--- src/rtl/dl_cycle_report_unit.sv ---
// dl_cycle_report_unit: arbitrates one deadlock origin, debounces it over a confirm window
// and latches a single deadlock report (token_clear on false alarms).
module dl_cycle_report_unit #(
   parameter int PROC_NUM       = 2,
   parameter int CNT_W          = 16,
   parameter int CONFIRM_CYCLES = 16,
   parameter int IDX_W          = PROC_NUM > 1 ? $clog2(PROC_NUM) : 1
) (
   input  logic                      dl_clock,
   input  logic                      dl_reset,
   input  logic [PROC_NUM-1:0]       dl_in_vec,
   input  logic [PROC_NUM*CNT_W-1:0] trans_in_cnt_flat,
   input  logic [PROC_NUM*CNT_W-1:0] trans_out_cnt_flat,
   input  logic [PROC_NUM-1:0]       ap_done_reg_vec,
   input  logic                      report_ack,
   output logic                      dl_detect_out,
   output logic [PROC_NUM-1:0]       origin,
   output logic                      token_clear,
   output logic                      report_valid,
   output logic [IDX_W-1:0]          report_idx,
   output logic [CNT_W-1:0]          report_pending,
   output logic                      report_done_reg,
   output logic [31:0]               report_stall,
   output logic                      deadlock_fatal
);
   // ARM is the capture cycle: payload is loaded, report_valid rises one cycle later
   typedef enum logic [2:0] {IDLE, CONFIRM, CLEAR, ARM, REPORT, FATAL} state_t;
   state_t state, state_next;
   logic [IDX_W-1:0] k, k_pick;
   logic [31:0] confirm_cnt, stall_cnt, stall_inc;
   logic hit;

   always_comb begin
      k_pick = '0;
      for (int i = PROC_NUM - 1; i >= 0; i--)
         if (dl_in_vec[i]) k_pick = IDX_W'(i);
   end

   assign hit       = dl_in_vec[k];
   assign stall_inc = stall_cnt == '1 ? stall_cnt : stall_cnt + 32'd1;

   always_comb begin
      state_next = state;
      case (state)
         IDLE:    state_next = |dl_in_vec ? CONFIRM : IDLE;
         CONFIRM: state_next = !hit ? CLEAR : (confirm_cnt + 32'd1 >= 32'(CONFIRM_CYCLES) ? ARM : CONFIRM);
         CLEAR:   state_next = IDLE;
         ARM:     state_next = REPORT;
         REPORT:  state_next = report_ack ? FATAL : REPORT;
         default: state_next = state;
      endcase
   end

   always_ff @(posedge dl_clock or negedge dl_reset) begin
      if (!dl_reset) begin
         state           <= IDLE;
         k               <= '0;
         confirm_cnt     <= '0;
         stall_cnt       <= '0;
         report_idx      <= '0;
         report_pending  <= '0;
         report_done_reg <= 1'b0;
         report_stall    <= '0;
      end else begin
         state <= state_next;
         if (state == IDLE && |dl_in_vec) begin
            k           <= k_pick;
            confirm_cnt <= 32'd1;
            stall_cnt   <= 32'd1;
         end else if (state == CONFIRM && hit) begin
            confirm_cnt <= confirm_cnt + 32'd1;
            stall_cnt   <= stall_inc;
         end
         if (state == CONFIRM && state_next == ARM) begin
            report_idx      <= k;
            report_pending  <= trans_in_cnt_flat[k*CNT_W +: CNT_W] - trans_out_cnt_flat[k*CNT_W +: CNT_W];
            report_done_reg <= ap_done_reg_vec[k];
            report_stall    <= stall_inc;
         end
      end
   end

   assign dl_detect_out  = state inside {CONFIRM, ARM, REPORT, FATAL};
   assign origin         = dl_detect_out ? PROC_NUM'(1) << k : '0;
   assign token_clear    = state == CLEAR;
   assign report_valid   = state == REPORT;
   assign deadlock_fatal = state == FATAL;
endmodule

--- config.mk ---
export PLATFORM = sky130hd
export DESIGN_NAME = dl_cycle_report_unit
export DESIGN_NICKNAME = d
export VERILOG_FILES = /design/src/rtl/dl_cycle_report_unit.sv
export SDC_FILE = /design/constraint.sdc
export NUM_CORES = 1
export LEC_CHECK = 0
export ABC_AREA = 1
export BUFFER_PORTS_ARGS = -buffer_cell sky130_fd_sc_hd__buf_2
export CAP_MARGIN = 0
export CORE_MARGIN = 2
export CORE_UTILIZATION = 45
export DETAILED_ROUTE_END_ITERATION = 12
export GPL_ROUTABILITY_DRIVEN = 0
export GPL_TIMING_DRIVEN = 0
export PLACE_DENSITY = 0.66
export SLEW_MARGIN = 20
export SYNTH_ARGS = -nofsm -noshare
export SYNTH_HDL_FRONTEND = slang
export SYNTH_SLANG_ARGS = --single-unit
--- constraint.sdc ---
create_clock -name dl_clock -period 4.75 [get_ports dl_clock]
set_input_delay 0.7125 -clock dl_clock [delete_from_list [all_inputs] [get_ports dl_clock]]
set_output_delay 0.7125 -clock dl_clock [all_outputs]
set_load 0.01 [all_outputs]
==> qor.yml <==
outcome: "finished, final reports clean"
htree_levels: 4
reg2reg_slack_ns: 1.05
clk_pin_slew_ns: 0.05
layout.nets: 1306
power_switching_mw: 1.77
finalCritPeriodShare_pct: 77.8
dp.cells: 1418
r2r_end: "report_pending[10]"
critPathCaptureType: "register"
vias_per_cell: 5.13
area_growth_pct: 19.3
layout.cells.non_filler: 1445
fmax_mhz: 270
syn_inst: 1071
final_common_cell: "nand2_1"
slew_headroom_pct: 51.1
synth.area.top_cells: "dfrtp_1 (39%), nand2_1 (19%), nand3_1 (5.4%)"
clock_power_share_pct: 26.5
start_kind: "register"
arrival_ns: 4.06
tightestPinTransition_ns: 0.733
ys_seq_area_share_pct: 39.0
reg.largest.list: "confirm_cnt: 32 flops, report_stall: 32 flops, stall_cnt: 32 flops"
fin_tns_setup_ns: 0
rsz0062_at_grt: "false"
finalCriticalPeriod_ns: 3.70
io_pins: 127
clockRootBuffer: "clkbuf_16"
cts_sinks: 118
critPathMaxFanout: 10
peakVddDrop_mv: 0.281
slew_viol_final: 0
p_leak_nw: 4.58
avgSynthCellArea_um2: 7.07
postLayoutCoreUtil_pct: 54.7
layout-drive-gt1-share_pct: 15.2
setup_violations: 0
seq_power_share_pct: 32.6
tritoncts: "yes"
hold_viol: 0
yosys_warnings: 0
r2r-start: "k"
antenna_found_initial: 0
finClkSkew_ns: 0.00947
syn_area_um2: 7570
cts_buffer_depth: 2
core-area_um2: 16500
cts_resized: 0
wl_um: 21200
drt-pass1-iter-count: 6
dieArea_um2: 17900
hpwl_um: 16200
crit_start: "k"
grt_pass1_vias: 6956
syn_nets: 1160
insertion_delay_ns: 0.42
initialDrtViolationCount: 514
critPathKind: "reg -> reg"
rows: 47
ant_nets: 0
maxCapViolations: 0
hold_buffers: 0
grt_max_degree: 64
layout_common_cells: "nand2_1 (382), buf_2 (133), dfrtp_1 (118), inv_1 (97), nor2_1 (90)"
grt_pass1_wl_um: 34700
num_antenna_cells: 0
worst_ep_required_time_ns: 5.11
synth_top_area_share_pct: 39.0
drc: 0
track_usage_pct: 24.7
yosysUniqueCellTypes: 39
numCtsBuffers: 17
port_buffers: 126
overflow: 0
post-cts-setup-buffers: 0
ff2ff_path_depth: 16
routed-via-count: 7418
cell_internal_pwr_mw: 2.68
drt-wirelength-per-cell_um: 14.7
die_h_um: 134
die_x_um: 134
pwr_density_cell_nw_per_um2: 492
ys_seq_elements: 118
power_frac_comb_pct: 40.9
swShare_pct: 39.8
yosys.area.top_type: "dfrtp_1"
hold_class: "in -> async"
initial_core_util_pct: 45.8
## worst max-delay path, cell delays in order, from the launching register on
cell	delay, ns
dfrtp_1	0.31
clkbuf_1	0.45
clkinv_1	0.48
clkbuf_1	0.35
nand2_1	0.11
nand2_1	0.08
ha_1	0.23
fa_1	0.41
nand3b_1	0.17
nand2_1	0.13
a31oi_1	0.12
o21ai_0	0.28
nand2_1	0.08
nand2_1	0.08
xor2_1	0.16
nand3_1	0.09
nand2_1	0.08
## synth_stat cells
| library cell | number |
|---|---|
| nand2_1 | 382 |
| dfrtp_1 | 118 |
| inv_1 | 97 |
| nor2_1 | 90 |
| nand3_1 | 82 |
| o21ai_0 | 56 |
| xor2_1 | 43 |
| nor3_1 | 29 |
| ha_1 | 17 |
| a21oi_1 | 16 |
| o22ai_1 | 16 |
| mux2i_1 | 15 |
| nand4_1 | 14 |
| clkbuf_1 | 12 |
| buf_1 | 10 |
| nor4_1 | 9 |
| buf_2 | 8 |
| a22o_1 | 6 |
| a31oi_1 | 5 |
| nor2_2 | 5 |
| xnor2_1 | 5 |
| buf_6 | 4 |
| clkinv_1 | 4 |
| a21o_1 | 3 |
| nand2_2 | 3 |
| nor2_4 | 3 |
| or2_2 | 3 |
| a211oi_1 | 2 |
| inv_2 | 2 |
| nor3_2 | 2 |
| o21ai_1 | 2 |
| a22oi_1 | 1 |
| buf_8 | 1 |
| fa_1 | 1 |
| nand2_4 | 1 |
| nand2_8 | 1 |
| nand3b_1 | 1 |
| o21a_1 | 1 |
| o21bai_1 | 1 |
## area by class of cell
type / instances / area [um^2]
Fill cell: 1600 / 7490
Multi-Input combinational cell: 815 / 4050
Sequential cell: 118 / 2950
Timing Repair Buffer: 127 / 664
Clock buffer: 21 / 470
Inverter: 103 / 387
Tap cell: 220 / 275
Buffer: 35 / 183
Clock inverter: 6 / 55.1
## logic make-up after synthesis
kind of cell | synth area share, %
flip-flops | 39.0
multiplexers | 1.98
AND/OR/NAND/NOR | 34.8
XOR/XNOR | 5.55
buffers and inverters | 7.52
adder cells (fa/ha/maj) | 3.07
AO/OA/AOI/OAI | 8.11
## power by group through the flow
stage / clock [mW] / sequential [mW] / combinational (mW)
after global placement: 0 / 1.46 / 1.79
final: 1.18 / 1.45 / 1.82
after detailed placement: 0 / 1.46 / 1.82
after floorplan: 0 / 1.47 / 1.24
after CTS: 1.19 / 1.45 / 1.83
after global routing: 1.23 / 1.48 / 2.08
## per-layer routing
| metal | vias to the layer above | track usage [%] | wire (um) |
|---|---|---|---|
| met5 | - | 0 | 0 |
| met3 | 32 | 4.11 | 1060 |
| met1 | 3397 | 32.3 | 9370 |
| li1 | 3760 | - | - |
| met2 | 229 | 41.0 | 10300 |
| met4 | 0 | 9.34 | 556 |
## through the flow
| step | hold slack, ns | power [mW] | cell area (um^2) | worst slack (ns) |
|---|---|---|---|---|
| final | 0.279 | 4.45 | 9040 | 1.05 |
| after global routing | 0.338 | 4.79 | 9040 | 0.696 |
| after CTS | 0.312 | 4.47 | 9040 | 0.982 |
| after detailed placement | 0.453 | 3.28 | 8510 | 0.993 |
| after global placement | 0.448 | 3.25 | 8480 | 1.02 |
| after floorplan | 0.417 | 2.71 | 7570 | 1.82 |
## worst max-delay path by stage
stage,endpoint,slack (ns),depth (start not counted)
after floorplan,report_pending[10],1.82,14
after global placement,report_pending[10],1.02,16
after detailed placement,report_pending[10],0.99,16
after CTS,report_pending[10],0.98,16
after global routing,report_pending[10],0.70,16
final,report_pending[10],1.05,16
Power figures use the tool's default switching activity.
